## src/rtl/deskew_frame_mover_if.sv

```systemverilog
// Signal bundle between the host-side frame mover and its environment:
// input and result AXI-Stream, the shared image BRAM port and the accelerator handshake.
interface deskew_frame_mover_if #(
    parameter int WIDTH = 16
);
    logic [WIDTH-1:0] s_axis_tdata;
    logic             s_axis_tvalid;
    logic             s_axis_tready;
    logic             s_axis_tlast;

    logic [WIDTH-1:0] m_axis_tdata;
    logic             m_axis_tvalid;
    logic             m_axis_tready;
    logic             m_axis_tlast;

    logic [12:0]      bram_address;
    logic [WIDTH-1:0] bram_out_data;
    logic [WIDTH-1:0] bram_in_data;
    logic             bram_en;
    logic [3:0]       bram_we;

    logic             dsk_start;
    logic             dsk_ready;
    logic             dsk_done;

    modport master (
        input  s_axis_tdata, s_axis_tvalid, s_axis_tlast,
        output s_axis_tready,
        output m_axis_tdata, m_axis_tvalid, m_axis_tlast,
        input  m_axis_tready,
        output bram_address, bram_out_data, bram_en, bram_we,
        input  bram_in_data,
        output dsk_start,
        input  dsk_ready, dsk_done
    );

    modport slave (
        output s_axis_tdata, s_axis_tvalid, s_axis_tlast,
        input  s_axis_tready,
        input  m_axis_tdata, m_axis_tvalid, m_axis_tlast,
        output m_axis_tready,
        input  bram_address, bram_out_data, bram_en, bram_we,
        output bram_in_data,
        input  dsk_start,
        output dsk_ready, dsk_done
    );
endinterface

```

## src/rtl/deskew_frame_mover.sv

```systemverilog
// Host-side frame mover: streams a 28x28 frame into the shared BRAM, kicks the deskew
// accelerator, waits for its interrupt and streams the result back out through a 2-entry skid FIFO.
module deskew_frame_mover #(
    parameter int WIDTH    = 16,
    parameter int ADDRESS  = 4,
    parameter int PIXELS   = 784,
    parameter int OUT_BASE = 784
) (
    input  logic                 clk,
    input  logic                 reset,
    deskew_frame_mover_if.master bus,
    output logic                 busy,
    output logic                 frame_error
);
    typedef enum logic [2:0] {IDLE, LOAD, KICK, WAIT_DONE, DONE_LOW, UNLOAD} state_t;

    localparam logic [9:0]  LAST_IDX  = 10'(PIXELS - 1);
    localparam logic [9:0]  END_IDX   = 10'(PIXELS);
    localparam logic [12:0] STRIDE    = 13'(ADDRESS);
    localparam logic [12:0] OUT_FIRST = 13'(OUT_BASE);

    state_t           state, state_next;
    logic [9:0]       cnt, rd_cnt, out_cnt;
    logic [WIDTH-1:0] fifo_mem [2];
    logic             wr_ptr, rd_ptr, in_flight;
    logic [1:0]       fifo_count;
    logic             start_frame, load_beat, start_unload, issue, pop;
    logic [2:0]       credit;

    assign bus.m_axis_tvalid = (fifo_count != 2'd0);
    assign bus.m_axis_tdata  = bus.m_axis_tvalid ? fifo_mem[rd_ptr] : '0;
    assign bus.m_axis_tlast  = bus.m_axis_tvalid && (out_cnt == LAST_IDX);
    assign pop               = bus.m_axis_tvalid && bus.m_axis_tready;
    assign busy              = (state != IDLE);

    // A word leaving this cycle frees its slot, which keeps reads flowing one per cycle
    // under continuous tready while the skid buffer still can never be overrun.
    assign credit = {1'b0, fifo_count} + {2'b0, in_flight} - {2'b0, pop};

    always_comb begin
        // NOTE: every signal written here gets a default first, so no path can infer a latch.
        state_next        = state;
        bus.s_axis_tready = 1'b0;
        bus.bram_en       = 1'b0;
        bus.bram_we       = 4'b0000;
        bus.bram_address  = '0;
        bus.bram_out_data = '0;
        bus.dsk_start     = 1'b0;
        start_frame       = 1'b0;
        load_beat         = 1'b0;
        start_unload      = 1'b0;
        issue             = 1'b0;
        case (state)
            IDLE: begin
                if (bus.s_axis_tvalid && bus.dsk_ready) begin
                    start_frame = 1'b1;
                    state_next  = LOAD;
                end
            end
            LOAD: begin
                bus.s_axis_tready = 1'b1;
                if (bus.s_axis_tvalid) begin
                    load_beat         = 1'b1;
                    bus.bram_en       = 1'b1;
                    bus.bram_we       = 4'b0011;
                    bus.bram_address  = 13'(cnt) * STRIDE;
                    bus.bram_out_data = bus.s_axis_tdata;
                    if (cnt == LAST_IDX) begin
                        state_next = KICK;
                    end else if (bus.s_axis_tlast) begin
                        state_next = IDLE;
                    end
                end
            end
            KICK: begin
                if (bus.dsk_ready) begin
                    bus.dsk_start = 1'b1;
                    state_next    = WAIT_DONE;
                end
            end
            WAIT_DONE: begin
                if (bus.dsk_done) state_next = DONE_LOW;
            end
            DONE_LOW: begin
                // Waiting for the interrupt to fall counts a 16-cycle done pulse only once.
                if (!bus.dsk_done && bus.dsk_ready) begin
                    start_unload = 1'b1;
                    state_next   = UNLOAD;
                end
            end
            UNLOAD: begin
                issue = (rd_cnt != END_IDX) && (credit < 3'd2);
                if (issue) begin
                    bus.bram_en      = 1'b1;
                    bus.bram_address = (OUT_FIRST + 13'(rd_cnt)) * STRIDE;
                end
                if (pop && (out_cnt == LAST_IDX)) state_next = IDLE;
            end
            default: state_next = IDLE;
        endcase
    end

    // NOTE: flops use non-blocking assignments so each one samples the pre-edge values.
    always_ff @(posedge clk or negedge reset) begin
        if (!reset) begin
            state <= IDLE;
        end else begin
            state <= state_next;
        end
    end

    always_ff @(posedge clk or negedge reset) begin
        if (!reset) begin
            cnt         <= '0;
            rd_cnt      <= '0;
            out_cnt     <= '0;
            frame_error <= 1'b0;
            in_flight   <= 1'b0;
            fifo_count  <= '0;
            wr_ptr      <= 1'b0;
            rd_ptr      <= 1'b0;
        end else begin
            in_flight <= issue;
            if (start_frame) begin
                frame_error <= 1'b0;
                cnt         <= '0;
            end else if (load_beat) begin
                cnt <= cnt + 10'd1;
                if (bus.s_axis_tlast != (cnt == LAST_IDX)) frame_error <= 1'b1;
            end
            if (start_unload) begin
                rd_cnt     <= '0;
                out_cnt    <= '0;
                fifo_count <= '0;
                wr_ptr     <= 1'b0;
                rd_ptr     <= 1'b0;
            end else begin
                if (issue) rd_cnt <= rd_cnt + 10'd1;
                if (pop) begin
                    out_cnt <= out_cnt + 10'd1;
                    rd_ptr  <= ~rd_ptr;
                end
                if (in_flight) wr_ptr <= ~wr_ptr;
                fifo_count <= fifo_count + {1'b0, in_flight} - {1'b0, pop};
            end
        end
    end

    // NOTE: skid storage has no reset; its output is masked by the occupancy count instead.
    always_ff @(posedge clk) begin
        if (in_flight) fifo_mem[wr_ptr] <= bus.bram_in_data;
    end
endmodule
```

## src/flat_wrapper.sv

```systemverilog
// flat-port wrapper written by rule: the top's interface ports become plain ports
module deskew_frame_mover_flat 
#(
    parameter int WIDTH    = 16,
    parameter int ADDRESS  = 4,
    parameter int PIXELS   = 784,
    parameter int OUT_BASE = 784
)
  (clk, reset, busy, frame_error, bus_s_axis_tdata, bus_s_axis_tvalid, bus_s_axis_tlast, bus_s_axis_tready, bus_m_axis_tdata, bus_m_axis_tvalid, bus_m_axis_tlast, bus_m_axis_tready, bus_bram_address, bus_bram_out_data, bus_bram_en, bus_bram_we, bus_bram_in_data, bus_dsk_start, bus_dsk_ready, bus_dsk_done);
  deskew_frame_mover_if #(.WIDTH(WIDTH)) bus_i ();
  input  logic clk;
  input  logic reset;
  output logic busy;
  output logic frame_error;
  input wire logic [$bits(bus_i.s_axis_tdata)-1:0] bus_s_axis_tdata;
  input wire logic [$bits(bus_i.s_axis_tvalid)-1:0] bus_s_axis_tvalid;
  input wire logic [$bits(bus_i.s_axis_tlast)-1:0] bus_s_axis_tlast;
  output wire logic [$bits(bus_i.s_axis_tready)-1:0] bus_s_axis_tready;
  output wire logic [$bits(bus_i.m_axis_tdata)-1:0] bus_m_axis_tdata;
  output wire logic [$bits(bus_i.m_axis_tvalid)-1:0] bus_m_axis_tvalid;
  output wire logic [$bits(bus_i.m_axis_tlast)-1:0] bus_m_axis_tlast;
  input wire logic [$bits(bus_i.m_axis_tready)-1:0] bus_m_axis_tready;
  output wire logic [$bits(bus_i.bram_address)-1:0] bus_bram_address;
  output wire logic [$bits(bus_i.bram_out_data)-1:0] bus_bram_out_data;
  output wire logic [$bits(bus_i.bram_en)-1:0] bus_bram_en;
  output wire logic [$bits(bus_i.bram_we)-1:0] bus_bram_we;
  input wire logic [$bits(bus_i.bram_in_data)-1:0] bus_bram_in_data;
  output wire logic [$bits(bus_i.dsk_start)-1:0] bus_dsk_start;
  input wire logic [$bits(bus_i.dsk_ready)-1:0] bus_dsk_ready;
  input wire logic [$bits(bus_i.dsk_done)-1:0] bus_dsk_done;
  assign bus_i.s_axis_tdata = bus_s_axis_tdata;
  assign bus_i.s_axis_tvalid = bus_s_axis_tvalid;
  assign bus_i.s_axis_tlast = bus_s_axis_tlast;
  assign bus_s_axis_tready = bus_i.s_axis_tready;
  assign bus_m_axis_tdata = bus_i.m_axis_tdata;
  assign bus_m_axis_tvalid = bus_i.m_axis_tvalid;
  assign bus_m_axis_tlast = bus_i.m_axis_tlast;
  assign bus_i.m_axis_tready = bus_m_axis_tready;
  assign bus_bram_address = bus_i.bram_address;
  assign bus_bram_out_data = bus_i.bram_out_data;
  assign bus_bram_en = bus_i.bram_en;
  assign bus_bram_we = bus_i.bram_we;
  assign bus_i.bram_in_data = bus_bram_in_data;
  assign bus_dsk_start = bus_i.dsk_start;
  assign bus_i.dsk_ready = bus_dsk_ready;
  assign bus_i.dsk_done = bus_dsk_done;
  deskew_frame_mover #(.WIDTH(WIDTH), .ADDRESS(ADDRESS), .PIXELS(PIXELS), .OUT_BASE(OUT_BASE)) u_core (.clk(clk), .reset(reset), .bus(bus_i), .busy(busy), .frame_error(frame_error));
endmodule
```

## config.mk

```make
export PLATFORM = sky130hd
export DESIGN_NAME = deskew_frame_mover_flat
export DESIGN_NICKNAME = d
export VERILOG_FILES = /design/src/rtl/deskew_frame_mover_if.sv /design/src/rtl/deskew_frame_mover.sv /design/src/flat_wrapper.sv
export SDC_FILE = /design/constraint.sdc
export NUM_CORES = 1
export LEC_CHECK = 0
export CAP_MARGIN = 20
export CORE_ASPECT_RATIO = 1.5
export CORE_MARGIN = 5
export CORE_UTILIZATION = 53
export DETAILED_ROUTE_END_ITERATION = 7
export GPL_TIMING_DRIVEN = 0
export PLACE_DENSITY = 0.91
export SLEW_MARGIN = 10
export SYNTH_ARGS = -nofsm -noshare
export SYNTH_HDL_FRONTEND = slang
export SYNTH_SLANG_ARGS = --single-unit
export TNS_END_PERCENT = 100
```

## constraint.sdc

```tcl
create_clock -name clk -period 6.59 [get_ports clk]
set_clock_uncertainty 0.15 [all_clocks]
set_input_delay 0.9885 -clock clk [delete_from_list [all_inputs] [get_ports clk]]
set_output_delay 0.9885 -clock clk [all_outputs]
set_load 0.1 [all_outputs]
```

==> run_summary.xml, run 1 <==
<?xml version="1.0" encoding="UTF-8"?>
<metrics>
  <group name="route">
    <metric name="routedWlPerCell" unit="µm">15.5</metric>
    <metric name="first_pass_iters" unit="">5</metric>
    <metric name="antenna_left" unit="">0</metric>
    <metric name="drt_drc_violations_left" unit="">0</metric>
    <metric name="vias_per_cell" unit="">5.40</metric>
    <metric name="route.final.wire_length" unit="µm">8350</metric>
    <metric name="via_count" unit="">2913</metric>
    <metric name="detailedRoute.firstIterationViolations" unit="">123</metric>
  </group>
  <group name="final_layout">
    <metric name="drive_gt1_frac" unit="">0.0738</metric>
    <metric name="stdcell_count" unit="">539</metric>
    <metric name="syn2layout_area_growth" unit="%">32.6</metric>
    <metric name="multi_input_area" unit="µm²">1580</metric>
    <metric name="finalNetCount" unit="">505</metric>
    <metric name="filler_cell_count" unit="">490</metric>
    <metric name="area.sequential" unit="µm²">1940</metric>
    <metric name="num_antenna_cells" unit="">0</metric>
    <metric name="layout.cell_area.non_filler" unit="µm²">4880</metric>
  </group>
  <group name="sta">
    <metric name="final_sum_of_negative_setup_slack" unit="ps">0</metric>
    <metric name="finalCriticalPeriod" unit="ps">6280</metric>
    <metric name="rsz0062_at_grt" unit="">false</metric>
    <metric name="timing_max_transition_violations_final" unit="">0</metric>
    <metric name="highest_clock_frequency_the_design_can_meet" unit="MHz">159</metric>
    <metric name="max-slew-margin-rel" unit="">0.326</metric>
    <metric name="hold_violations" unit="">0</metric>
    <metric name="timing.final.ws_setup" unit="ps">311</metric>
    <metric name="timing.final.setup_violations" unit="">0</metric>
    <metric name="layout_worst_path_cycle_share" unit="">0.953</metric>
    <metric name="max_slew.worst_pin.slew" unit="ps">1010</metric>
  </group>
  <group name="setup_path">
    <metric name="worstSetupStartpointType" unit="">input pin</metric>
    <metric name="critPathKind" unit="">in -&gt; out</metric>
    <metric name="crit_path_end_kind" unit="">primary output</metric>
    <metric name="required" unit="ps">5450</metric>
    <metric name="setup_slack_reg_to_reg" unit="ps">3210</metric>
    <metric name="critical_path_cell_by_cell" unit="">clkdlybuf4s50_1 &gt; o21ai_1 &gt; inv_1 &gt; ha_1 &gt; inv_1 &gt; ha_1 &gt; inv_1 &gt; fa_1 &gt; nand4b_4 &gt; a211o_1 &gt; buf_2 &gt; o21ai_0 &gt; clkdlybuf4s50_1</metric>
    <metric name="critPathArrivalTime" unit="ps">5140</metric>
    <metric name="cpMaxStageDelayCell" unit="">sky130_fd_sc_hd__clkdlybuf4s50_1</metric>
    <metric name="cp_common_cell" unit="">sky130_fd_sc_hd__inv_1</metric>
    <metric name="worst-path-buf-inv" unit="">6</metric>
    <metric name="worstReg2RegEnd" unit="">u_core.rd_cnt[2]$_DFFE_PN0P_</metric>
    <metric name="r2r.worst_path.cells" unit="">11</metric>
    <metric name="worst_r2r_start" unit="">u_core.fifo_count[1]$_DFF_PN0_</metric>
    <metric name="crit_path_max_incr_delay" unit="ps">1200</metric>
    <metric name="critical_path.top_delay_family" unit="">buffers and inverters</metric>
    <metric name="crit_path_max_fanout" unit="">10</metric>
  </group>
  <group name="yosys">
    <metric name="yosys.area_share.xor_xnor" unit="">0.0714</metric>
    <metric name="synth_mux_area_frac" unit="">0.0516</metric>
    <metric name="synth_adder_area_share" unit="">0.0360</metric>
    <metric name="synth.avg_cell_area" unit="µm²">10.5</metric>
    <metric name="synth_warnings" unit="">0</metric>
    <metric name="netlist_instances" unit="">350</metric>
    <metric name="synth_compound_area_frac" unit="">0.0476</metric>
    <metric name="largest_family_of_logic_cells_by_synthesized_area" unit="">simple AND/OR/NAND/NOR gates</metric>
    <metric name="synth_seq_area_share" unit="">0.526</metric>
    <metric name="ys_seq_elements" unit="">71</metric>
    <metric name="synth-edff-count" unit="">32</metric>
    <metric name="async_flop_share" unit="">0.549</metric>
    <metric name="syn-cell-area" unit="µm²">3680</metric>
    <metric name="synth_top_flop_cell" unit="">sky130_fd_sc_hd__dfrtp_1</metric>
    <metric name="synth_cell_types" unit="">44</metric>
    <metric name="yosys.area_share.simple" unit="">0.220</metric>
  </group>
  <group name="clocking">
    <metric name="clock_sink_count" unit="">71</metric>
    <metric name="clock-root-buffer" unit="">sky130_fd_sc_hd__clkbuf_8</metric>
    <metric name="cts_tree" unit="">done</metric>
    <metric name="cts_buffers" unit="">9</metric>
    <metric name="post_cts_hold_buffer_count" unit="">0</metric>
    <metric name="cts.repair_timing.setup_buffer_count" unit="">0</metric>
    <metric name="clock_tree.htree_level_count" unit="">3</metric>
    <metric name="clk_pin_slew" unit="ps">70</metric>
    <metric name="cts_buffer_depth" unit="">2</metric>
    <metric name="clock_latency" unit="ps">350</metric>
    <metric name="ctsResizeCount" unit="">0</metric>
  </group>
  <group name="flow_run">
    <metric name="cap_viol_max_count" unit="">0</metric>
  </group>
  <group name="global_route">
    <metric name="grt_overflow_total" unit="">0</metric>
    <metric name="grt_pass1_vias" unit="">3090</metric>
    <metric name="grt_pass1_wl" unit="µm">14000</metric>
    <metric name="grt_antenna_before_repair" unit="">0</metric>
    <metric name="maximum_number_of_pins_on_one_net_before_global_route_repair" unit="">31</metric>
    <metric name="all_layer_gr_usage" unit="">0.200</metric>
  </group>
  <group name="floorplan">
    <metric name="fp.dieH" unit="µm">112</metric>
    <metric name="design.core.area" unit="µm²">6810</metric>
    <metric name="die_width" unit="µm">78.1</metric>
    <metric name="ioPinCount" unit="">95</metric>
    <metric name="initial_utilization" unit="">0.541</metric>
    <metric name="dieArea" unit="µm²">8750</metric>
    <metric name="placement_rows" unit="">37</metric>
  </group>
  <group name="placed_design">
    <metric name="dpl_cell_area" unit="µm²">4720</metric>
    <metric name="dpl.hpwl" unit="µm">6380</metric>
    <metric name="pre_cts_ws" unit="ps">357</metric>
    <metric name="total_instance_count_after_detailed_placement" unit="">523</metric>
    <metric name="place_congestion" unit="">0.849</metric>
    <metric name="place.port_buffers" unit="">90</metric>
  </group>
  <group name="power_and_ir_drop">
    <metric name="power_switching_share" unit="">0.559</metric>
    <metric name="powerDensity" unit="nW/µm²">501</metric>
    <metric name="max-vdd-ir-drop" unit="µV">413</metric>
    <metric name="combPwrFrac" unit="">0.623</metric>
    <metric name="power.leakage" unit="µW">0.00201</metric>
    <metric name="post-layout-total-power" unit="µW">2450</metric>
    <metric name="seq_power_share" unit="">0.257</metric>
    <metric name="netSwitchingPower" unit="µW">1370</metric>
    <metric name="clockPowerShare" unit="">0.120</metric>
    <metric name="internal_power_of_the_cells" unit="µW">1080</metric>
  </group>
  <group name="outcome">
    <metric name="run_status" unit="">completed</metric>
  </group>
  <group name="hold_path">
    <metric name="worstHoldPathType" unit="">in -&gt; async</metric>
  </group>
</metrics>
[cells in the mapped netlist (2+ instances only)]
cell,count,area share
sky130_fd_sc_hd__dfrtp_1,39,0.27
sky130_fd_sc_hd__nor2_1,49,0.050
sky130_fd_sc_hd__nor3_1,8,0.011
sky130_fd_sc_hd__and4b_1,3,0.0082
sky130_fd_sc_hd__ha_1,9,0.031
sky130_fd_sc_hd__nor3b_1,2,0.0041
sky130_fd_sc_hd__o21ai_0,10,0.014
sky130_fd_sc_hd__and4_1,2,0.0048
sky130_fd_sc_hd__o21ai_1,2,0.0027
sky130_fd_sc_hd__a21oi_1,9,0.012
sky130_fd_sc_hd__or3_1,5,0.0085
sky130_fd_sc_hd__nor4_1,5,0.0085
sky130_fd_sc_hd__nand3_1,13,0.018
sky130_fd_sc_hd__mux2i_1,19,0.052
sky130_fd_sc_hd__xor2_1,10,0.024
sky130_fd_sc_hd__nand2_1,28,0.029
sky130_fd_sc_hd__inv_1,16,0.016
sky130_fd_sc_hd__nand4_1,6,0.010
sky130_fd_sc_hd__o22ai_1,2,0.0034
sky130_fd_sc_hd__buf_4,8,0.016
sky130_fd_sc_hd__edfxtp_1,32,0.26
sky130_fd_sc_hd__nand2b_1,6,0.010
sky130_fd_sc_hd__xnor2_1,20,0.048
sky130_fd_sc_hd__and2_1,18,0.031
sky130_fd_sc_hd__clkbuf_1,5,0.0051
sky130_fd_sc_hd__buf_2,6,0.0082
[per-stage QoR]
step            util  hold WS (ps)
2_1_floorplan      -           358
3_3_place_gp   0.689           333
3_5_place_dp   0.693           394
4_1_cts        0.718           342
5_1_grt        0.718           349
6_report       0.718           352
[cell usage in the layout, fill, tap and decap left out, types with 2 or more instances in the layout]
cell type,n
sky130_fd_sc_hd__clkinvlp_4,2
sky130_fd_sc_hd__clkbuf_8,9
sky130_fd_sc_hd__nor2_1,49
sky130_fd_sc_hd__o22ai_1,2
sky130_fd_sc_hd__nor3_1,8
sky130_fd_sc_hd__buf_2,7
sky130_fd_sc_hd__and4_1,2
sky130_fd_sc_hd__or3_1,5
sky130_fd_sc_hd__nand3_1,13
sky130_fd_sc_hd__dfrtp_1,39
sky130_fd_sc_hd__nand2b_1,6
sky130_fd_sc_hd__clkinv_2,2
sky130_fd_sc_hd__mux2i_1,19
sky130_fd_sc_hd__xnor2_1,20
sky130_fd_sc_hd__nand2_1,28
sky130_fd_sc_hd__a21oi_1,9
sky130_fd_sc_hd__nor3b_1,2
sky130_fd_sc_hd__xor2_1,10
sky130_fd_sc_hd__and4b_1,3
sky130_fd_sc_hd__inv_1,16
sky130_fd_sc_hd__o21ai_0,10
sky130_fd_sc_hd__o21ai_1,2
sky130_fd_sc_hd__nor4_1,5
sky130_fd_sc_hd__clkbuf_1,6
sky130_fd_sc_hd__clkdlybuf4s50_1,89
sky130_fd_sc_hd__and2_1,18
sky130_fd_sc_hd__buf_4,8
sky130_fd_sc_hd__edfxtp_1,32
sky130_fd_sc_hd__ha_1,9
sky130_fd_sc_hd__conb_1,4
sky130_fd_sc_hd__nand4_1,6
[cell families after synthesis]
| logic type | count (synthesis) |
|---|---|
| buf+inv | 36 |
| flops | 71 |
| other cells | 1 |
| mux | 19 |
| xor+xnor | 30 |
| compound gates | 29 |
| fa+ha+maj | 10 |
| simple gates | 154 |
[registers in the layout, indices dropped and copies added, names as in the netlist]
name,cells
u_core.in_flight,1
u_core.fifo_count,2
u_core.frame_error,1
u_core.state,3
u_core.fifo_mem,32
u_core.rd_ptr,1
u_core.out_cnt,10
u_core.rd_cnt,10
u_core.wr_ptr,1
u_core.cnt,10
[power groups by stage]
stage	Sequential [µW]	Combinational (µW)	Clock, µW
floorplan	620	1200	0
global placement	632	1510	0
detailed placement	637	1530	0
CTS	629	1530	301
global route	642	1590	320
finish	629	1520	294
[worst max path at each step]
stage / from / to / slack, ps / cells past startpoint
floorplan: bus_m_axis_tready / bus_bram_address[11] / 340 / 11
global placement: bus_m_axis_tready / bus_bram_address[2] / 330 / 13
detailed placement: bus_m_axis_tready / bus_bram_address[2] / 360 / 13
CTS: bus_m_axis_tready / bus_bram_address[2] / 320 / 13
global route: bus_m_axis_tready / bus_bram_address[2] / 130 / 13
finish: bus_m_axis_tready / bus_bram_address[2] / 310 / 13
[per-layer routing]
| metal | vias to the layer above | global-route usage | share of wire |
|---|---|---|---|
| met5 | - | 0 | 0 |
| li1 | 1413 | - | - |
| met3 | 15 | 0.0393 | 0.055 |
| met4 | 0 | 0.117 | 0.028 |
| met1 | 1388 | 0.215 | 0.40 |
| met2 | 97 | 0.355 | 0.52 |
[cell type report]
class                           count  share of cell area
Buffer                             20              0.0231
Clock buffer                       10              0.0261
Clock inverter                      6             0.00769
Inverter                           16              0.0123
Multi-Input combinational cell    246               0.324
Sequential cell                    71               0.397
Tap cell                           78              0.0200
Timing Repair Buffer               92               0.190
Note: power is estimated with default switching activity, not from simulation.
==> run 2: changes to the inputs <==
Settings changed: CORE_ASPECT_RATIO 1.5 to 0.8.
==> run 2 against run 1 <==
Effect of this change: fmax down 2.4%; via count up 6.1%; wire length up 13%; first-iteration DRC count up 100%; sequential share of layout area down 0.53 points; largest power group unchanged.
==> run_summary.xml, run 2 (synthesized netlist as in run 1, its figures left out) <==
<?xml version="1.0" encoding="UTF-8"?>
<metrics>
  <group name="outcome">
    <metric name="run_status" unit="">completed</metric>
  </group>
  <group name="setup_path">
    <metric name="critical_path_cell_by_cell" unit="">clkdlybuf4s50_1 &gt; o21ai_1 &gt; inv_1 &gt; ha_1 &gt; inv_1 &gt; ha_1 &gt; inv_1 &gt; fa_1 &gt; nand4b_4 &gt; a211o_1 &gt; buf_2 &gt; o21ai_0 &gt; clkdlybuf4s50_1</metric>
    <metric name="cp_common_cell" unit="">sky130_fd_sc_hd__inv_1</metric>
    <metric name="worst-path-buf-inv" unit="">6</metric>
    <metric name="critPathArrivalTime" unit="ps">5290</metric>
    <metric name="crit_path_max_incr_delay" unit="ps">1170</metric>
    <metric name="worstSetupStartpointType" unit="">input pin</metric>
    <metric name="crit_path_end_kind" unit="">primary output</metric>
    <metric name="critical_path.top_delay_family" unit="">buffers and inverters</metric>
    <metric name="critPathKind" unit="">in -&gt; out</metric>
    <metric name="required" unit="ps">5450</metric>
    <metric name="cpMaxStageDelayCell" unit="">sky130_fd_sc_hd__clkdlybuf4s50_1</metric>
    <metric name="setup_slack_reg_to_reg" unit="ps">2970</metric>
    <metric name="crit_path_max_fanout" unit="">10</metric>
  </group>
  <group name="power_and_ir_drop">
    <metric name="seq_power_share" unit="">0.248</metric>
    <metric name="clockPowerShare" unit="">0.148</metric>
    <metric name="max-vdd-ir-drop" unit="µV">377</metric>
    <metric name="internal_power_of_the_cells" unit="µW">1160</metric>
    <metric name="netSwitchingPower" unit="µW">1410</metric>
    <metric name="powerDensity" unit="nW/µm²">519</metric>
    <metric name="power.leakage" unit="µW">0.00205</metric>
    <metric name="combPwrFrac" unit="">0.604</metric>
    <metric name="power_switching_share" unit="">0.549</metric>
  </group>
  <group name="clocking">
    <metric name="clock_latency" unit="ps">360</metric>
    <metric name="cts.repair_timing.setup_buffer_count" unit="">0</metric>
    <metric name="clk_pin_slew" unit="ps">80</metric>
    <metric name="cts_buffer_depth" unit="">2</metric>
    <metric name="clock-root-buffer" unit="">sky130_fd_sc_hd__clkbuf_8</metric>
    <metric name="clock_sink_count" unit="">71</metric>
    <metric name="cts_tree" unit="">done</metric>
    <metric name="ctsResizeCount" unit="">0</metric>
    <metric name="post_cts_hold_buffer_count" unit="">0</metric>
    <metric name="cts_buffers" unit="">9</metric>
    <metric name="clock_tree.htree_level_count" unit="">3</metric>
  </group>
  <group name="sta">
    <metric name="finalCriticalPeriod" unit="ps">6430</metric>
    <metric name="final_sum_of_negative_setup_slack" unit="ps">0</metric>
    <metric name="hold-worst-slack" unit="ps">326</metric>
    <metric name="rsz0062_at_grt" unit="">false</metric>
    <metric name="layout_worst_path_cycle_share" unit="">0.976</metric>
    <metric name="max-slew-margin-rel" unit="">0.337</metric>
    <metric name="hold_violations" unit="">0</metric>
    <metric name="timing.final.setup_violations" unit="">0</metric>
    <metric name="highest_clock_frequency_the_design_can_meet" unit="MHz">155</metric>
    <metric name="timing_max_transition_violations_final" unit="">0</metric>
    <metric name="max_slew.worst_pin.slew" unit="ps">991</metric>
  </group>
  <group name="floorplan">
    <metric name="die_width" unit="µm">103</metric>
    <metric name="dieArea" unit="µm²">8730</metric>
    <metric name="ioPinCount" unit="">95</metric>
    <metric name="initial_utilization" unit="">0.540</metric>
    <metric name="fp.dieH" unit="µm">84.6</metric>
    <metric name="placement_rows" unit="">27</metric>
    <metric name="design.core.area" unit="µm²">6820</metric>
  </group>
  <group name="final_layout">
    <metric name="syn2layout_area_growth" unit="%">34.4</metric>
    <metric name="finalNetCount" unit="">505</metric>
    <metric name="num_antenna_cells" unit="">0</metric>
    <metric name="layout_common_cells" unit="">sky130_fd_sc_hd__clkdlybuf4s50_1 (88), sky130_fd_sc_hd__nor2_1 (49), sky130_fd_sc_hd__dfrtp_1 (39)</metric>
    <metric name="layout.cells.most_common" unit="">sky130_fd_sc_hd__clkdlybuf4s50_1</metric>
    <metric name="largest_reg_flops" unit="">32</metric>
    <metric name="largest-register" unit="">u_core.fifo_mem</metric>
    <metric name="drive_gt1_frac" unit="">0.0781</metric>
  </group>
  <group name="flow_run">
    <metric name="cap_viol_max_count" unit="">0</metric>
  </group>
  <group name="placed_design">
    <metric name="place.port_buffers" unit="">90</metric>
    <metric name="place_congestion" unit="">0.889</metric>
    <metric name="dpl.hpwl" unit="µm">6650</metric>
  </group>
  <group name="global_route">
    <metric name="grt_pass1_vias" unit="">3117</metric>
    <metric name="grt_antenna_before_repair" unit="">0</metric>
    <metric name="maximum_number_of_pins_on_one_net_before_global_route_repair" unit="">33</metric>
    <metric name="grt_overflow_total" unit="">0</metric>
    <metric name="all_layer_gr_usage" unit="">0.223</metric>
    <metric name="grt_pass1_wl" unit="µm">15100</metric>
  </group>
  <group name="route">
    <metric name="vias_per_cell" unit="">5.64</metric>
    <metric name="first_pass_iters" unit="">5</metric>
    <metric name="antenna_left" unit="">0</metric>
    <metric name="drt_drc_violations_left" unit="">0</metric>
    <metric name="route.final.wire_length" unit="µm">9400</metric>
    <metric name="routedWlPerCell" unit="µm">17.2</metric>
    <metric name="detailedRoute.firstIterationViolations" unit="">246</metric>
    <metric name="via_count" unit="">3090</metric>
  </group>
  <group name="hold_path">
    <metric name="worstHoldPathType" unit="">in -&gt; async</metric>
  </group>
</metrics>
-- run 2: through the flow --
| stage | total power [µW] | setup WS (ps) | utilization | cell area, µm² | instances |
|---|---|---|---|---|---|
| 3_5_place_dp | 2170 | 272 | 0.693 | 4730 | 532 |
| 5_1_grt | 2660 | 9.70 | 0.725 | 4950 | 548 |
| 6_report | 2570 | 158 | 0.725 | 4950 | 548 |
| 3_3_place_gp | 2140 | 408 | 0.689 | 4700 | 530 |
| 2_1_floorplan | 1820 | 341 | - | 3690 | 353 |
| 4_1_cts | 2570 | 203 | 0.725 | 4950 | 548 |
-- run 2: area by class of cell --
class / count / area (µm²)
multi-input cells: 246 / 1580
plain buffers: 20 / 113
flip-flops and latches: 71 / 1940
clock inverters: 7 / 97.6
fillers: 448 / 1870
repair buffers: 92 / 926
well taps: 87 / 109
clock buffers: 9 / 124
inverters: 16 / 60.1
-- run 2: metal layers --
metal | share of wire | global-route usage | routed length [µm]
met1 | 0.37 | 0.265 | 3510
met2 | 0.50 | 0.375 | 4690
met3 | 0.097 | 0.0656 | 911
met4 | 0.031 | 0.0918 | 288
met5 | 0 | 0 | 0
-- run 2: worst paths after layout --
kind / from / to / depth (start not counted)
setup / recovery: bus_m_axis_tready / bus_bram_address[9] / 13
hold / removal: reset / u_core.cnt[6]$_DFFE_PN0P_ / 1
setup reg to reg: u_core.fifo_count[1]$_DFF_PN0_ / u_core.rd_cnt[2]$_DFFE_PN0P_ / 11
hold reg to reg: u_core.frame_error$_DFFE_PN0P_ / u_core.frame_error$_DFFE_PN0P_ / 2
max in group asynchronous: reset / u_core.rd_cnt[2]$_DFFE_PN0P_ / 2
min in group clk: u_core.frame_error$_DFFE_PN0P_ / u_core.frame_error$_DFFE_PN0P_ / 2
-- run 2: power groups by stage --
stage	logic, µW	registers, µW	clock network, µW
2_1_floorplan	1200	620	0
3_3_place_gp	1500	631	0
3_5_place_dp	1530	638	0
4_1_cts	1560	633	385
5_1_grt	1610	645	408
6_report	1550	637	381
-- run 2: worst reg2reg max path, stage by stage (launching register included) --
cell                       delay (ps)
sky130_fd_sc_hd__dfrtp_1          500
sky130_fd_sc_hd__o21ai_1          430
sky130_fd_sc_hd__inv_1            240
sky130_fd_sc_hd__ha_1             340
sky130_fd_sc_hd__inv_1             70
sky130_fd_sc_hd__ha_1             150
sky130_fd_sc_hd__inv_1             50
sky130_fd_sc_hd__fa_1             570
sky130_fd_sc_hd__nand4b_4         180
sky130_fd_sc_hd__a211o_1          380
sky130_fd_sc_hd__or3_1            330
sky130_fd_sc_hd__a21oi_1          160
==> run 3: changes to the inputs <==
Settings changed: SLEW_MARGIN 10 to 0.
==> run 3 against run 2 <==
Effect of this change: fmax increased by 0.57%; utilization decreased by 0.24 points; clock power about the same; critical path depth unchanged; highest routed layer unchanged.
==> run_summary.xml, run 3 (synthesized netlist as in run 1, its figures left out) <==
<?xml version="1.0" encoding="UTF-8"?>
<metrics>
  <group name="final_layout">
    <metric name="filler_cell_count" unit="">450</metric>
    <metric name="drive_gt1_frac" unit="">0.0761</metric>
    <metric name="layout_common_cells" unit="">sky130_fd_sc_hd__clkdlybuf4s50_1 (88), sky130_fd_sc_hd__nor2_1 (49), sky130_fd_sc_hd__dfrtp_1 (39)</metric>
    <metric name="layout.cells.most_common" unit="">sky130_fd_sc_hd__clkdlybuf4s50_1</metric>
    <metric name="num_antenna_cells" unit="">0</metric>
    <metric name="finalNetCount" unit="">504</metric>
    <metric name="largest_reg_flops" unit="">32</metric>
    <metric name="layout.cell_area.non_filler" unit="µm²">4930</metric>
    <metric name="syn2layout_area_growth" unit="%">34.0</metric>
    <metric name="largest-register" unit="">u_core.fifo_mem</metric>
  </group>
  <group name="clocking">
    <metric name="cts_tree" unit="">done</metric>
    <metric name="clk_pin_slew" unit="ps">80</metric>
    <metric name="clock-root-buffer" unit="">sky130_fd_sc_hd__clkbuf_8</metric>
    <metric name="cts_buffers" unit="">9</metric>
    <metric name="cts_buffer_depth" unit="">2</metric>
    <metric name="clock_tree.htree_level_count" unit="">3</metric>
    <metric name="clock_latency" unit="ps">350</metric>
    <metric name="clock_sink_count" unit="">71</metric>
  </group>
  <group name="setup_path">
    <metric name="worst-path-buf-inv" unit="">6</metric>
    <metric name="r2r.worst_path.cells" unit="">11</metric>
    <metric name="crit_path_max_incr_delay" unit="ps">1170</metric>
    <metric name="critPathKind" unit="">in -&gt; out</metric>
    <metric name="cpMaxStageDelayCell" unit="">sky130_fd_sc_hd__clkdlybuf4s50_1</metric>
    <metric name="critical_path.top_delay_family" unit="">buffers and inverters</metric>
    <metric name="crit_path_max_fanout" unit="">10</metric>
    <metric name="setup_slack_reg_to_reg" unit="ps">3030</metric>
    <metric name="critical_path_cell_by_cell" unit="">clkdlybuf4s50_1 &gt; o21ai_1 &gt; inv_1 &gt; ha_1 &gt; inv_1 &gt; ha_1 &gt; inv_1 &gt; fa_1 &gt; nand4b_4 &gt; a211o_1 &gt; buf_2 &gt; o21ai_0 &gt; clkdlybuf4s50_1</metric>
    <metric name="crit_path_end_kind" unit="">primary output</metric>
    <metric name="required" unit="ps">5450</metric>
    <metric name="worstReg2RegEnd" unit="">u_core.rd_cnt[2]$_DFFE_PN0P_</metric>
    <metric name="worstSetupStartpointType" unit="">input pin</metric>
    <metric name="critPathArrivalTime" unit="ps">5260</metric>
    <metric name="worst_r2r_start" unit="">u_core.fifo_count[1]$_DFF_PN0_</metric>
    <metric name="timing.critical_path.from" unit="">bus_m_axis_tready</metric>
    <metric name="crit_cells" unit="">13</metric>
    <metric name="timing.critical_path.to" unit="">bus_bram_address[9]</metric>
    <metric name="cp_common_cell" unit="">sky130_fd_sc_hd__inv_1</metric>
  </group>
  <group name="route">
    <metric name="vias_per_cell" unit="">5.60</metric>
    <metric name="via_count" unit="">3065</metric>
    <metric name="routedWlPerCell" unit="µm">16.6</metric>
    <metric name="first_pass_iters" unit="">5</metric>
    <metric name="route.final.wire_length" unit="µm">9080</metric>
    <metric name="detailedRoute.firstIterationViolations" unit="">194</metric>
    <metric name="antenna_left" unit="">0</metric>
    <metric name="drt_drc_violations_left" unit="">0</metric>
  </group>
  <group name="global_route">
    <metric name="grt_pass1_wl" unit="µm">15000</metric>
    <metric name="all_layer_gr_usage" unit="">0.220</metric>
    <metric name="maximum_number_of_pins_on_one_net_before_global_route_repair" unit="">40</metric>
    <metric name="grt_overflow_total" unit="">0</metric>
    <metric name="grt_antenna_before_repair" unit="">0</metric>
    <metric name="grt_pass1_vias" unit="">3084</metric>
  </group>
  <group name="floorplan">
    <metric name="die_width" unit="µm">103</metric>
    <metric name="ioPinCount" unit="">95</metric>
    <metric name="placement_rows" unit="">27</metric>
    <metric name="initial_utilization" unit="">0.540</metric>
    <metric name="fp.dieH" unit="µm">84.6</metric>
    <metric name="dieArea" unit="µm²">8730</metric>
    <metric name="design.core.area" unit="µm²">6820</metric>
  </group>
  <group name="power_and_ir_drop">
    <metric name="powerDensity" unit="nW/µm²">519</metric>
    <metric name="power.leakage" unit="µW">0.00204</metric>
    <metric name="max-vdd-ir-drop" unit="µV">438</metric>
  </group>
  <group name="placed_design">
    <metric name="place_congestion" unit="">0.889</metric>
    <metric name="dpl_cell_area" unit="µm²">4710</metric>
    <metric name="place.port_buffers" unit="">90</metric>
    <metric name="dpl.hpwl" unit="µm">6550</metric>
  </group>
  <group name="sta">
    <metric name="timing_max_transition_violations_final" unit="">0</metric>
    <metric name="finalCriticalPeriod" unit="ps">6400</metric>
    <metric name="layout_worst_path_cycle_share" unit="">0.971</metric>
    <metric name="max_slew.worst_pin.slew" unit="ps">992</metric>
    <metric name="rsz0062_at_grt" unit="">false</metric>
    <metric name="timing.final.setup_violations" unit="">0</metric>
    <metric name="hold_violations" unit="">0</metric>
    <metric name="final_sum_of_negative_setup_slack" unit="ps">0</metric>
    <metric name="highest_clock_frequency_the_design_can_meet" unit="MHz">156</metric>
    <metric name="max-slew-margin-rel" unit="">0.337</metric>
  </group>
  <group name="hold_path">
    <metric name="worstHoldPathType" unit="">reg -&gt; reg</metric>
    <metric name="hold_path.startpoint" unit="">u_core.frame_error$_DFFE_PN0P_</metric>
  </group>
  <group name="flow_run">
    <metric name="cap_viol_max_count" unit="">0</metric>
  </group>
  <group name="outcome">
    <metric name="run_status" unit="">completed</metric>
  </group>
</metrics>
[run 3: changes by cell type in the layout (fill, tap and decap cells not counted)]
cell / delta
sky130_fd_sc_hd__buf_4: -1
sky130_fd_sc_hd__buf_6: +1
sky130_fd_sc_hd__buf_12: -1
[run 3: final cells by class]
| class | instances | area (µm²) | share of cell area |
|---|---|---|---|
| sequential | 71 | 1940 | 0.393 |
| multi-input combinational | 246 | 1580 | 0.321 |
| inverter | 16 | 60.1 | 0.0122 |
| clock buffer | 9 | 124 | 0.0251 |
| tap | 87 | 109 | 0.0221 |
| timing repair buffer | 91 | 910 | 0.184 |
| buffer | 20 | 113 | 0.0228 |
| clock inverter | 7 | 97.6 | 0.0198 |
[run 3: worst min path at each step]
stage,to,slack (ps),cells past startpoint
after floorplan,u_core.out_cnt[9]$_DFFE_PN0P_,360,2
after global placement,u_core.frame_error$_DFFE_PN0P_,330,2
after detailed placement,u_core.frame_error$_DFFE_PN0P_,350,2
after CTS,u_core.frame_error$_DFFE_PN0P_,370,2
after global routing,u_core.frame_error$_DFFE_PN0P_,400,2
final,u_core.frame_error$_DFFE_PN0P_,370,2
[run 3: power by group]
part	total [µW]	internal [µW]	switching (µW)	leakage (µW)
Clock	380	213	166	0.000105
Combinational	1540	383	1160	0.00113
Sequential	636	562	74.3	0.000802
[run 3: per-stage QoR]
step / util / setup WS, ps / hold slack, ps / std cells / total power (µW)
floorplan: - / 341 / 358 / 353 / 1820
global placement: 0.689 / 408 / 330 / 530 / 2140
detailed placement: 0.690 / 259 / 352 / 531 / 2180
CTS: 0.723 / 229 / 371 / 547 / 2570
global route: 0.723 / 5.80 / 396 / 547 / 2660
finish: 0.723 / 194 / 368 / 547 / 2560
[run 3: timing repair]
item                       CTS  global route
hold buffers                 0             0
resized for setup            0             1
setup endpoints to repair    0             1
setup buffers                0             0
[run 3: per-layer routing]
| metal | track usage | part of all wire |
|---|---|---|
| met4 | 0.0647 | 0.014 |
| met2 | 0.374 | 0.51 |
| met1 | 0.271 | 0.40 |
| met5 | 0 | 0 |
| met3 | 0.0615 | 0.080 |
[run 3: worst reg2reg max path, cell delays in order, from the launching register on]
cell                       delay [ps]
sky130_fd_sc_hd__dfrtp_1          480
sky130_fd_sc_hd__o21ai_1          430
sky130_fd_sc_hd__inv_1            210
sky130_fd_sc_hd__ha_1             320
sky130_fd_sc_hd__inv_1             60
sky130_fd_sc_hd__ha_1             150
sky130_fd_sc_hd__inv_1             60
sky130_fd_sc_hd__fa_1             570
sky130_fd_sc_hd__nand4b_4         170
sky130_fd_sc_hd__a211o_1          370
sky130_fd_sc_hd__or3_1            350
sky130_fd_sc_hd__a21oi_1          160
